[config.mk]
export PLATFORM = sky130hd
export DESIGN_NAME = unidad_busqueda
export DESIGN_NICKNAME = d
export VERILOG_FILES = /design/src/rtl/proc_pkg.sv /design/src/rtl/calc_sig_pc.sv /design/src/rtl/unidad_busqueda.sv
export SDC_FILE = /design/constraint.sdc
export NUM_CORES = 1
export LEC_CHECK = 0
export CAP_MARGIN = 10
export CORE_UTILIZATION = 47
export CTS_CLUSTER_DIAMETER = 100
export CTS_CLUSTER_SIZE = 16
export DETAILED_ROUTE_END_ITERATION = 7
export PLACE_DENSITY = 0.79
export SLEW_MARGIN = 20
export SYNTH_ARGS = -nofsm -noshare
export SYNTH_HDL_FRONTEND = slang
export SYNTH_SLANG_ARGS = --single-unit
[constraint.sdc]
create_clock -name clk -period 4.61 [get_ports clk]
set_clock_uncertainty 0.05 [all_clocks]
set_input_delay 1.383 -clock clk [delete_from_list [all_inputs] [get_ports clk]]
set_output_delay 1.383 -clock clk [all_outputs]
set_load 0.01 [all_outputs]
[src/rtl/proc_pkg.sv]
// rtl/proc_pkg.sv - shared types and constants for the MIPS fetch unit
//
// Purpose : FSM state encoding, main opcode constants and the default
//           reset PC used by unidad_busqueda and its sub-module.
// Ports   : none (package).
package proc_pkg;

  typedef enum logic [1:0] {
    IDLE  = 2'd0,
    FETCH = 2'd1,
    ISSUE = 2'd2
  } state_t;

  localparam logic [5:0] OP_RTYPE = 6'b000000;
  localparam logic [5:0] OP_LW    = 6'b100011;
  localparam logic [5:0] OP_SW    = 6'b101011;
  localparam logic [5:0] OP_BEQ   = 6'b000100;
  localparam logic [5:0] OP_J     = 6'b000010;

  localparam logic [31:0] DEFAULT_RESET_PC = 32'h0000_0000;

endpackage

[src/rtl/calc_sig_pc.sv]
// rtl/calc_sig_pc.sv - combinational next-PC selection (sequential / beq / j)
//
// Purpose : picks the next program counter from the decoder branch controls
//           and the ALU zero flag. Jump has priority over a taken beq.
// Ports   : pc_plus4    in  ADDR_W  current pc + 4
//           instr       in  26      instruction index/immediate field instr[25:0]
//           SaltoCond   in  1       conditional-branch control
//           Saltoincond in  1       unconditional-jump control
//           Zero        in  1       ALU zero flag
//           next_pc     out ADDR_W  selected next pc
module calc_sig_pc #(
  parameter int ADDR_W = 32
) (
  input  logic [ADDR_W-1:0] pc_plus4,
  input  logic [25:0]       instr,
  input  logic              SaltoCond,
  input  logic              Saltoincond,
  input  logic              Zero,
  output logic [ADDR_W-1:0] next_pc
);

  logic [ADDR_W-1:0] jump_target;
  logic [ADDR_W-1:0] branch_offset;
  logic [ADDR_W-1:0] branch_target;

  // j keeps the 256 MB region of pc+4 and replaces the low 28 bits.
  assign jump_target   = {pc_plus4[ADDR_W-1:28], instr[25:0], 2'b00};
  // Sign-extended word offset; the add wraps modulo 2^ADDR_W.
  assign branch_offset = {{(ADDR_W-18){instr[15]}}, instr[15:0], 2'b00};
  assign branch_target = pc_plus4 + branch_offset;

  always_comb begin
    next_pc = pc_plus4;
    if (Saltoincond) begin
      next_pc = jump_target;
    end else if (SaltoCond && Zero) begin
      next_pc = branch_target;
    end
  end

endmodule

[src/rtl/unidad_busqueda.sv]
// rtl/unidad_busqueda.sv - instruction fetch and PC sequencing unit
//
// Purpose : fetches instructions over a req/ack handshake, holds them for the
//           datapath while instr_valid is high, and advances the pc when the
//           datapath signals exec_done.
// Config  : FETCH_PERF_EN adds the instr_retired counter output.
// Ports   : clk, reset_n (sync, active low), en (run enable)
//           imem_req/imem_addr/imem_ack/imem_data  instruction memory port
//           instr, opcode, instr_valid             captured instruction
//           exec_done                              datapath completion
//           SaltoCond, Saltoincond, Zero           branch controls / ALU flag
//           pc, pc_plus4                           program counter outputs
//           instr_retired (FETCH_PERF_EN only)     retired instruction count
module unidad_busqueda
  import proc_pkg::*;
#(
  parameter int                ADDR_W   = 32,
  parameter logic [ADDR_W-1:0] RESET_PC = ADDR_W'(DEFAULT_RESET_PC)
) (
  input  logic              clk,
  input  logic              reset_n,
  input  logic              en,
  output logic              imem_req,
  output logic [ADDR_W-1:0] imem_addr,
  input  logic              imem_ack,
  input  logic [31:0]       imem_data,
  output logic [31:0]       instr,
  output logic [5:0]        opcode,
  output logic              instr_valid,
  input  logic              exec_done,
  input  logic              SaltoCond,
  input  logic              Saltoincond,
  input  logic              Zero,
  output logic [ADDR_W-1:0] pc,
  output logic [ADDR_W-1:0] pc_plus4
`ifdef FETCH_PERF_EN
  ,
  output logic [31:0]       instr_retired
`endif
);

  state_t            state;
  state_t            state_n;
  logic [ADDR_W-1:0] next_pc;
  logic              retire;

  // Outputs decode straight from the registered state (Moore).
  assign imem_req    = (state == FETCH);
  assign instr_valid = (state == ISSUE);
  assign imem_addr   = pc;
  assign opcode      = instr[31:26];
  assign pc_plus4    = pc + ADDR_W'(4);
  assign retire      = (state == ISSUE) && exec_done;

  always_ff @(posedge clk) begin
    if (!reset_n) begin
      state <= IDLE;
    end else begin
      state <= state_n;
    end
  end

  always_comb begin
    state_n = state;
    case (state)
      IDLE:    if (en) state_n = FETCH;
      // en is not looked at here: an issued request always completes.
      FETCH:   if (imem_ack) state_n = ISSUE;
      ISSUE:   if (exec_done) state_n = en ? FETCH : IDLE;
      default: state_n = IDLE;
    endcase
  end

  always_ff @(posedge clk) begin
    if (!reset_n) begin
      pc    <= RESET_PC;
      instr <= 32'h0;
    end else begin
      if ((state == FETCH) && imem_ack) begin
        instr <= imem_data;
      end
      if (retire) begin
        pc <= next_pc;
      end
    end
  end

`ifdef FETCH_PERF_EN
  always_ff @(posedge clk) begin
    if (!reset_n) begin
      instr_retired <= 32'h0;
    end else if (retire) begin
      instr_retired <= instr_retired + 32'd1;
    end
  end
`endif

  calc_sig_pc #(
    .ADDR_W(ADDR_W)
  ) u_calc_sig_pc (
    .pc_plus4   (pc_plus4),
    .instr      (instr[25:0]),
    .SaltoCond  (SaltoCond),
    .Saltoincond(Saltoincond),
    .Zero       (Zero),
    .next_pc    (next_pc)
  );

endmodule

==> impl_metrics.py, run 1 <==
metrics = {
    "cts": {
        "clock-sinks": 64,
        "cts_buffer_depth": 2,
        "cts_root_buf": "clkbuf_8",
        "cts_tree": "done",
        "ctsHoldBuffers": 0,
        "cts_buffers": 9,
        "clkLatencyLatePin_ns": 0.35,
        "cts.clk_slew.worst_paths_ns": 0.08,
        "h-tree-depth": 3,
    },
    "logic_synthesis": {
        "synth_edf_count": 0,
        "synth_area_leaders": "dfxtp_1 (24%), nand2_1 (9.3%), ha_1 (8.6%)",
        "yosysUniqueCellTypes": 62,
        "synth_largest_area_cell": "dfxtp_1",
        "yosysSeqAreaShare": 0.244,
        "syn_area_per_cell_um2": 7.62,
        "synthArstFlopShare": 0,
        "synth-main-ff-cell": "dfxtp_1",
        "synth_most_common_cell": "nand2_1",
        "ys_seq_elements": 64,
        "syn_inst": 690,
        "synthTopCellsByCount": "nand2_1 (130), dfxtp_1 (64), buf_4 (42)",
        "yosysWarningCount": 0,
        "netlist.area_leader.share": 0.244,
        "syn_area_um2": 5260,
    },
    "setup_path": {
        "cp-start-kind": "flop",
        "cp-end-kind": "output port",
        "crit_arrival_ns": 3.06,
        "criticalPathCategory": "flop to output port",
        "cp.required_ns": 3.18,
        "critPathMaxFanout": 7,
    },
    "timing": {
        "drv_slew": 0,
        "final.period_utilization": 0.975,
        "fmax_ghz": 0.222,
        "setup_viol": 0,
        "fin_crit_ns": 4.50,
        "hold_viol": 0,
        "worst_pin_slew_ns": 0.717,
        "relSlewSlack": 0.520,
    },
    "placement": {
        "dp_cells": 942,
        "routabilityCongestion": 0.967,
        "place_area_um2": 6750,
        "numPortBuffers": 169,
        "dpl.hpwl_um": 12300,
    },
    "run": {
        "drv_cap": 0,
    },
    "route": {
        "route.detailed.drc": 0,
        "routedWlPerCell_um": 17.1,
        "via_per_inst": 5.67,
        "drtPass1Iterations": 5,
        "drtIter0Drc": 306,
        "vias": 5438,
        "routed_wl_um": 16400,
        "ant_nets": 0,
    },
    "power": {
        "vdd_drop_max_mv": 0.133,
        "p_leak_nw": 2.86,
        "powerDensity_nw_per_um2": 199,
    },
    "layout": {
        "drive_gt1_frac": 0.0720,
        "diodes": 0,
        "nets": 891,
        "stdcell_count": 959,
        "stdcell_area_um2": 7040,
        "fin_util": 0.647,
        "area_delta_synth_final_pct": 34.0,
    },
    "die": {
        "start_util": 0.483,
        "die_area_um2": 11600,
        "core-area_um2": 10900,
        "pin_count": 176,
        "die_w_um": 108,
        "die_h_um": 108,
        "rows": 38,
    },
    "outcome": {
        "status": "complete, no violations",
    },
    "global_route": {
        "overflow": 0,
        "grt_pass1_wl_um": 25800,
        "grt_max_degree": 43,
        "grt_pass1_vias": 5147,
        "track_usage": 0.281,
        "antenna_found_initial": 0,
    },
    "min_path": {
        "hold_path_class": "flop to flop",
    },
}
-- through the flow --
step | total power [mW] | setup slack (ns) | hold WS, ns | TNS (ns)
3_5_place_dp | 0.843 | 0.176 | 0.426 | 0
5_1_grt | 1.45 | -0.0301 | 0.461 | -0.0301
4_1_cts | 1.41 | -0.0490 | 0.444 | -0.118
3_3_place_gp | 0.837 | 0.341 | 0.418 | 0
2_1_floorplan | 0.735 | 0.315 | 0.447 | 0
6_report | 1.40 | 0.113 | 0.441 | 0
-- cells by family (layout without fill, tap and decap cells) --
family,after synthesis,in the layout,share of synthesized area
AO/OA/AOI/OAI,200,200,0.261
AND/OR/NAND/NOR,246,246,0.211
buffers and inverters,87,211,0.102
other,1,6,0.000714
multiplexers,1,1,0.00190
XOR/XNOR,54,54,0.0900
adder cells (fa/ha/maj),37,37,0.0895
flip-flops,64,64,0.244
-- layout make-up --
cell class,instances,area (um2)
Fill cell,944,3850
Multi-Input combinational cell,544,3510
Timing Repair Buffer,182,1780
Sequential cell,64,1280
Tap cell,140,175
Clock buffer,9,124
Clock inverter,7,103
Inverter,13,62.6
-- report_power, final --
part	switching, mW	internal [mW]	leakage (nW)
Combinational	0.124	0.119	2.23
Sequential	0.0214	0.569	0.520
Clock	0.256	0.311	0.111
-- path summary, 6_finish.rpt --
| path | from | endpoint | slack (ns) | cells after the start |
|---|---|---|---|---|
| hold / removal | instr[27] | instr[27] | 0.44 | 2 |
| setup reg to reg | imem_addr[7] | imem_addr[31] | 0.23 | 18 |
| hold reg to reg | instr[27] | instr[27] | 0.44 | 2 |
| setup / recovery | imem_addr[7] | pc_plus4[29] | 0.11 | 9 |
-- placed cells by master, fill, tap and decap left out, types with 7 or more instances in the layout --
cell,n
o21ai_0,35
ha_1,35
clkdlybuf4s50_1,168
o211ai_1,13
clkbuf_8,9
nand3_1,22
nand2_1,128
buf_4,13
xor2_1,23
and2_1,13
a211oi_1,7
xnor2_1,30
nor2_1,33
nand4_1,9
o211a_1,7
inv_1,12
dfxtp_1,61
a21oi_1,41
a21o_1,20
a21boi_0,37
-- flip-flops by register name, indices dropped and copies added, names as in the netlist --
| name | cells |
|---|---|
| instr | 32 |
| imem_addr | 30 |
| state | 2 |
-- layer usage --
layer,part of all wire,track usage,vias up
li1,-,-,2624
met4,0.022,0.0851,0
met3,0.073,0.0551,32
met2,0.49,0.492,259
met5,0,0,-
met1,0.42,0.344,2523
-- worst max-delay path, stage by stage (launching register included) --
cell,delay (ns)
dfxtp_2,0.39
nand3_1,0.15
or3_4,0.40
nor2_4,0.15
nand2_1,0.09
or2_2,0.34
nor2_2,0.16
nand4_1,0.17
xnor2_2,0.28
clkdlybuf4s50_1,0.58
-- repair_timing --
| item | 4_1_cts | 5_1_grt |
|---|---|---|
| setup endpoints to repair | 4 | 15 |
| buffers inserted | 0 | 1 |
| pin swaps | 0 | 1 |
| gates resized for setup | 1 | 14 |
Power figures use the tool's default switching activity.
==> run 2: changes to the inputs <==
Settings changed: SLEW_MARGIN 20 to unset.
==> run 2 against run 1 <==
Sequential power barely moved. Sequential share of layout area barely moved. Routed wire length fell by 0.13%. Worst hold slack did not move.
==> impl_metrics.py, run 2 (synthesis results as in run 1) <==
metrics = {
    "timing": {
        "hold_viol": 0,
        "worst_pin_slew_ns": 1.19,
        "drv_slew": 0,
        "fin_hold_ws_ns": 0.441,
        "fin_crit_ns": 4.50,
        "final.period_utilization": 0.976,
        "setup_viol": 0,
        "setup_slack_ns": 0.113,
        "fmax_ghz": 0.222,
        "relSlewSlack": 0.208,
    },
    "cts": {
        "cts_buffers": 9,
        "clock-sinks": 64,
        "h-tree-depth": 3,
        "clkLatencyLatePin_ns": 0.35,
        "cts_buffer_depth": 2,
        "cts_tree": "done",
        "cts_root_buf": "clkbuf_8",
        "cts.clk_slew.worst_paths_ns": 0.08,
    },
    "layout": {
        "largest_reg_flops": 32,
        "regMostFlops": "instr",
        "drive_gt1_frac": 0.0708,
        "final_common_cell": "clkdlybuf4s50_1",
        "stdcell_count": 959,
        "nets": 891,
        "area_delta_synth_final_pct": 34.0,
        "mostFrequentLayoutCells": "clkdlybuf4s50_1 (168), nand2_1 (129), dfxtp_1 (61)",
        "fin_util": 0.647,
        "diodes": 0,
    },
    "placement": {
        "dp_cells": 942,
        "pre_cts_ws_ns": 0.176,
        "numPortBuffers": 169,
        "routabilityCongestion": 0.967,
        "dpl.hpwl_um": 12300,
    },
    "global_route": {
        "track_usage": 0.281,
        "antenna_found_initial": 0,
        "grt_pass1_vias": 5147,
        "overflow": 0,
        "grt_pass1_wl_um": 25800,
        "grt_max_degree": 43,
    },
    "outcome": {
        "status": "complete, no violations",
    },
    "power": {
        "powerDensity_nw_per_um2": 199,
        "p_sw_mw": 0.401,
        "seqPwrFrac": 0.421,
        "vdd_drop_max_mv": 0.133,
        "intPower_mw": 0.999,
        "finalPower_mw": 1.40,
        "clkPwrFrac": 0.405,
        "combinationalPowerShare": 0.174,
        "p_leak_nw": 2.86,
        "swShare": 0.287,
    },
    "die": {
        "pin_count": 176,
        "die_w_um": 108,
        "die_h_um": 108,
        "core-area_um2": 10900,
        "rows": 38,
        "die_area_um2": 11600,
        "start_util": 0.483,
    },
    "route": {
        "routed_wl_um": 16400,
        "ant_nets": 0,
        "drtPass1Iterations": 5,
        "routedWlPerCell_um": 17.1,
        "drtIter0Drc": 306,
        "route.detailed.drc": 0,
        "vias": 5429,
        "via_per_inst": 5.66,
    },
    "setup_path": {
        "criticalPathCategory": "flop to output port",
        "critPathMaxFanout": 7,
        "cp-end-kind": "output port",
        "rr_worst_depth": 18,
        "cp-start-kind": "flop",
        "cp.required_ns": 3.18,
        "crit_arrival_ns": 3.06,
    },
    "run": {
        "drv_cap": 0,
    },
    "min_path": {
        "hold_path_class": "flop to flop",
        "min_path_cells": 2,
    },
}
==> run 2: changes by cell type in the layout (fill, tap and decap cells not counted) <==
cell | before | now
nand2_1 | 128 | 129
nand2_2 | 3 | 2
==> run 2: final timing paths <==
| kind | start | endpoint | slack (ns) |
|---|---|---|---|
| worst min-delay path | instr[27] | instr[27] | 0.44 |
| worst max register to register | imem_addr[7] | imem_addr[31] | 0.23 |
| worst max-delay path | imem_addr[7] | pc_plus4[29] | 0.11 |
| worst min register to register | instr[27] | instr[27] | 0.44 |
==> run 2: critical path: stages (launching register included) <==
cell,delay (ns)
dfxtp_2,0.39
nand3_1,0.15
or3_4,0.40
nor2_4,0.15
nand2_1,0.09
or2_2,0.34
nor2_2,0.16
nand4_1,0.18
xnor2_2,0.28
clkdlybuf4s50_1,0.58
==> run 2: cell type report <==
type	count	area [um2]
fillers	945	3850
multi-input cells	544	3510
repair buffers	182	1780
flip-flops and latches	64	1280
well taps	140	175
clock buffers	9	124
clock inverters	7	103
inverters	13	62.6
==> run 2: power groups by stage <==
stage	Clock, mW	Sequential [mW]	Combinational [mW]
floorplan	0	0.605	0.130
global route	0.597	0.593	0.264
global placement	0	0.602	0.235
CTS	0.576	0.590	0.242
detailed placement	0	0.603	0.240
finish	0.567	0.590	0.243
==> run 2: routing by layer <==
metal	vias up	GRT usage	routed length, um
li1	2623	-	-
met1	2515	0.344	6870
met2	257	0.492	7970
met3	34	0.0551	1190
met4	0	0.0851	362
met5	-	0	0
==> run 2: what timing repair did <==
item,4_1_cts,5_1_grt
pin swaps,0,1
gates resized for setup,1,14
buffers inserted,0,1
endpoints found under the setup margin,4,15
hold buffers,0,0
==> run 2: stage by stage <==
step                      setup TNS (ns)  cell area (um2)
final                                  0             7040
after global routing             -0.0301             7040
after CTS                         -0.118             6990
after detailed placement               0             6750
after global placement                 0             6750
after floorplan                        0             5270
